**src/rtl/cache_port_arbiter.sv**
```systemverilog
// Round-robin arbiter sharing one cache CPU port between an instruction-fetch
// port (0) and a data port (1), with a watchdog that aborts stalled transactions.
module cache_port_arbiter #(
  parameter int ADDR_W  = 10,
  parameter int DATA_W  = 20,
  parameter int TIMEOUT = 64
) (
  input  logic              clk,
  input  logic              rst,

  input  logic              req0,
  input  logic              rw0,
  input  logic [ADDR_W-1:0] addr0,
  input  logic [DATA_W-1:0] wdata0,
  output logic              done0,
  output logic              err0,
  output logic [DATA_W-1:0] rdata0,

  input  logic              req1,
  input  logic              rw1,
  input  logic [ADDR_W-1:0] addr1,
  input  logic [DATA_W-1:0] wdata1,
  output logic              done1,
  output logic              err1,
  output logic [DATA_W-1:0] rdata1,

  output logic              cache_req,
  output logic              cache_rw,
  output logic [ADDR_W-1:0] cache_addr,
  output logic [DATA_W-1:0] cache_wdata,
  input  logic              cache_done,
  input  logic [DATA_W-1:0] cache_rdata,

  output logic              busy
);

  localparam int CNT_W = (TIMEOUT > 1) ? $clog2(TIMEOUT) : 1;
  localparam logic [CNT_W-1:0] TO_LAST = CNT_W'((TIMEOUT > 0) ? TIMEOUT - 1 : 0);
  localparam bit WD_EN = (TIMEOUT != 0);

  typedef enum logic [1:0] {IDLE, BUSY, RESP} state_t;

  state_t              state_q;
  logic                last_grant_q;
  logic [CNT_W-1:0]    cnt_q;
  logic                cache_req_q;
  logic                cache_rw_q;
  logic [ADDR_W-1:0]   cache_addr_q;
  logic [DATA_W-1:0]   cache_wdata_q;
  logic                done0_q, done1_q;
  logic                err0_q, err1_q;
  logic [DATA_W-1:0]   rdata0_q, rdata1_q;
  logic                busy_q;
  logic                grant_d;

  // On contention the port that was not served last wins.
  always_comb begin
    grant_d = req1;
    if (req0 && req1) begin
      grant_d = ~last_grant_q;
    end
  end

  always_ff @(posedge clk or posedge rst) begin
    if (rst) begin
      state_q       <= IDLE;
      last_grant_q  <= 1'b1;
      cnt_q         <= '0;
      cache_req_q   <= 1'b0;
      cache_rw_q    <= 1'b0;
      cache_addr_q  <= '0;
      cache_wdata_q <= '0;
      done0_q       <= 1'b0;
      done1_q       <= 1'b0;
      err0_q        <= 1'b0;
      err1_q        <= 1'b0;
      rdata0_q      <= '0;
      rdata1_q      <= '0;
      busy_q        <= 1'b0;
    end else begin
      case (state_q)
        IDLE: begin
          if (req0 || req1) begin
            cache_req_q   <= 1'b1;
            busy_q        <= 1'b1;
            cache_rw_q    <= grant_d ? rw1 : rw0;
            cache_addr_q  <= grant_d ? addr1 : addr0;
            cache_wdata_q <= grant_d ? wdata1 : wdata0;
            last_grant_q  <= grant_d;
            cnt_q         <= '0;
            state_q       <= BUSY;
          end
        end
        BUSY: begin
          cnt_q <= cnt_q + 1'b1;
          // A completion arriving on the watchdog's last cycle still counts as success.
          if (cache_done) begin
            cache_req_q <= 1'b0;
            busy_q      <= 1'b0;
            state_q     <= RESP;
            if (last_grant_q) begin
              done1_q  <= 1'b1;
              err1_q   <= 1'b0;
              rdata1_q <= cache_rdata;
            end else begin
              done0_q  <= 1'b1;
              err0_q   <= 1'b0;
              rdata0_q <= cache_rdata;
            end
          end else if (WD_EN && (cnt_q == TO_LAST)) begin
            cache_req_q <= 1'b0;
            busy_q      <= 1'b0;
            state_q     <= RESP;
            if (last_grant_q) begin
              done1_q  <= 1'b1;
              err1_q   <= 1'b1;
              rdata1_q <= '0;
            end else begin
              done0_q  <= 1'b1;
              err0_q   <= 1'b1;
              rdata0_q <= '0;
            end
          end
        end
        RESP: begin
          done0_q <= 1'b0;
          done1_q <= 1'b0;
          err0_q  <= 1'b0;
          err1_q  <= 1'b0;
          state_q <= IDLE;
        end
        default: state_q <= IDLE;
      endcase
    end
  end

  assign cache_req   = cache_req_q;
  assign cache_rw    = cache_rw_q;
  assign cache_addr  = cache_addr_q;
  assign cache_wdata = cache_wdata_q;
  assign done0       = done0_q;
  assign done1       = done1_q;
  assign err0        = err0_q;
  assign err1        = err1_q;
  assign rdata0      = rdata0_q;
  assign rdata1      = rdata1_q;
  assign busy        = busy_q;

endmodule

```
**config.mk**
```make
export PLATFORM = sky130hd
export DESIGN_NAME = cache_port_arbiter
export DESIGN_NICKNAME = d
export VERILOG_FILES = /design/src/rtl/cache_port_arbiter.sv
export SDC_FILE = /design/constraint.sdc
export NUM_CORES = 1
export LEC_CHECK = 0
export CAP_MARGIN = 25
export CORE_ASPECT_RATIO = 0.8
export CORE_MARGIN = 2
export CORE_UTILIZATION = 42
export CTS_CLUSTER_SIZE = 28
export DETAILED_ROUTE_END_ITERATION = 16
export GPL_ROUTABILITY_DRIVEN = 0
export PLACE_DENSITY = 0.89
export SYNTH_ARGS = -nofsm -noshare
export SYNTH_HDL_FRONTEND = slang
export SYNTH_SLANG_ARGS = --single-unit
```
**constraint.sdc**
```tcl
create_clock -name clk -period 3.1 [get_ports clk]
set_input_delay 0.31 -clock clk [delete_from_list [all_inputs] [get_ports clk]]
set_output_delay 0.31 -clock clk [all_outputs]
set_load 0.01 [all_outputs]
```
==> reports/metrics.cfg <==
[grt]
grt_pass1_vias = 3087
gr-max-usage-layer = met2
use_met1 = 0.279
grt_overflow = 0
use_met3 = 0.0643
track_usage = 0.208
antenna_found_initial = 0
grt_max_degree = 44
grt_util_met2 = 0.334
grt_pass1_wl_um = 15200

[worst_setup_path]
start_kind = flop
end_kind = flop
critPathBufInv = 1
path_cells = inv_1 > ha_1 > and2b_2 > and2_1 > a22o_1
critPathLaunch = state_q[1]$_DFFE_PP0P_
criticalPathCategory = reg -> reg
rrSetupSlack_ns = 0.97
slowest_stage = and2_1
cp.arrival_ns = 2.42
timing.rr.end = rdata0[12]$_DFFE_PP0P_
reg2reg_depth = 5
worstPathMaxFanout = 20
cpPeakStageDelay_ns = 0.64
r2r-start = state_q[1]$_DFFE_PP0P_
cp.required_ns = 3.39
cp_top_family = simple AND/OR/NAND/NOR gates

[timing]
drv_slew = 0
skew_ns = 0.0103
setup_tns_ns = 0
setup_viol = 0
max_slew.worst_pin.slew_ns = 0.791
rsz0062_at_grt = no
finalCriticalPeriod_ns = 2.13
layout_setup_ws_ns = 0.971
relSlewSlack = 0.473
min_period_over_period = 0.687
hold_viol_final = 0
fmax_ghz = 0.470

[drt]
drcViolationCount = 0
routed_wl_um = 9590
first_pass_iters = 4
drtIter0Drc = 176
postRouteAntennaNets = 0
vias = 3079
wl_per_cell_um = 16.3
via_per_inst = 5.25

[final_layout]
instances_no_fill = 587
drive_gt1_frac = 0.0716
num_antenna_cells = 0
utilization = 0.653
areaGrowthSynthToFinish_pct = 51.5
finalNetCount = 561

[clock_network]
cts_buffer_depth = 2
post-cts-setup-buffers = 0
postCtsHoldBufs = 0
clkSlewWorstSetupHoldPaths_ns = 0.09
cts-root-buf = clkbuf_8
cts_tree = built
cts_made_buffers = 9
clkLatencyLatePin_ns = 0.35
cts_max_level = 3
cts-resized-gates = 0
cts.sinks = 85

[floorplanning]
initial_core_util = 0.431
pin_count = 164
die_h_um = 87.5
core_area_um2 = 8480
num_rows = 30
die_w_um = 108
die_area_um2 = 9470

[place]
portBuffers = 163
pre_cts_slack_ns = 0.881
placed_cells = 571
place_hpwl_um = 6980

[yosys]
synth.distinct_cells = 42
ys_ff_latch = 85
syn_inst = 310
yosysWarnings = 0
synth_flop_cell = dfrtp_1
synthArstFlopShare = 1.00
syn_area_per_cell_um2 = 11.8
syn-num-nets = 401
syn_area_um2 = 3660
ys_seq_area_frac = 0.582
synth-edff-count = 0

[pwr]
switching_share = 0.357
clkPwrFrac = 0.140
internal-power_uw = 3290
p_switching_uw = 1830
p_leak_uw = 0.00242
vdd_ir_drop_max_mv = 0.473
pwr-share-comb = 0.480
sequentialPowerShare = 0.380
p_per_area_nw_per_um2 = 924

[run_status]
outcome = finished clean

[min_path]
hp-class = in -> async

[run]
cap_violations = 0

sequential cells by signal (all words and copies together), names as in the netlist:
signal / flops
cache_wdata: 20
done1: 1
cache_rw: 1
state_q: 2
done0: 1
rdata1: 20
cnt_q: 6
last_grant_q: 1
rdata0: 20
busy: 1
err0: 1
err1: 1
cache_addr: 10
metrics by stage:
step | area [um^2] | power [uW] | hold slack (ns)
floorplan | 3660 | 3160 | 0.380
global placement | 5360 | 4340 | 0.466
detailed placement | 5360 | 4420 | 0.475
CTS | 5540 | 5170 | 0.401
global route | 5540 | 5470 | 0.418
finish | 5540 | 5120 | 0.380
worst max-delay path by stage:
stage,end,cells after the start
after global placement,cache_wdata[12]$_DFFE_PP0P_,5
final,rdata0[12]$_DFFE_PP0P_,5
after floorplan,busy$_DFFE_PP0P_,1
after detailed placement,cache_wdata[2]$_DFFE_PP0P_,5
after CTS,rdata0[12]$_DFFE_PP0P_,5
after global routing,rdata0[12]$_DFFE_PP0P_,5
layout make-up:
class | count | area [um^2]
fill | 649 | 2940
sequential | 85 | 2130
timing repair buffer | 170 | 1680
multi-input combinational | 198 | 1380
tap | 112 | 140
clock buffer | 9 | 124
clock inverter | 7 | 57.6
inverter | 6 | 23.8
logic make-up after synthesis:
| family | count (synthesis) | synth area share |
|---|---|---|
| buffers and inverters | 27 | 0.0417 |
| adder cells (fa/ha/maj) | 4 | 0.0137 |
| XOR/XNOR | 4 | 0.00958 |
| flip-flops | 85 | 0.582 |
| AND/OR/NAND/NOR | 68 | 0.0886 |
| multiplexers | 32 | 0.0880 |
| AO/OA/AOI/OAI | 90 | 0.176 |
power by group through the flow:
stage | Combinational, uW | Clock, uW | Sequential (uW)
global route | 2670 | 795 | 2010
CTS | 2490 | 742 | 1940
detailed placement | 2470 | 0 | 1950
global placement | 2400 | 0 | 1940
floorplan | 1040 | 0 | 2110
finish | 2460 | 717 | 1940
placed cells by master (no fill, tap or decap), types with 7 or more instances in the layout:
master	count
nand3_1	8
o21ai_1	31
nand2_1	33
clkbuf_8	9
clkdlybuf4s50_1	163
dfrtp_1	84
nor2_1	11
buf_4	7
a22o_1	41
mux2i_1	31
synthesized netlist by cell type, types with 2 or more instances:
cell type / count / area, um^2
dfrtp_1: 84 / 2100
nand3_1: 8 / 40.0
buf_2: 5 / 25.0
nor3_1: 2 / 10.0
ha_1: 4 / 50.1
mux2i_1: 31 / 310
inv_1: 5 / 18.8
a31oi_1: 4 / 25.0
o21ai_1: 30 / 150
xnor2_1: 4 / 35.0
clkbuf_1: 9 / 33.8
o21ai_0: 5 / 25.0
nor3b_1: 3 / 22.5
buf_6: 4 / 45.0
a21oi_1: 3 / 15.0
nand2_1: 33 / 124
a22o_1: 41 / 359
nor2_1: 11 / 41.3
routing by layer:
| layer | share of wire | up-vias | routed length (um) |
|---|---|---|---|
| li1 | - | 1444 | - |
| met1 | 0.44 | 1499 | 4190 |
| met2 | 0.47 | 134 | 4550 |
| met3 | 0.086 | 2 | 823 |
| met4 | 0.0025 | 0 | 24 |
| met5 | 0 | - | 0 |
(Power assumes the default switching activity.)
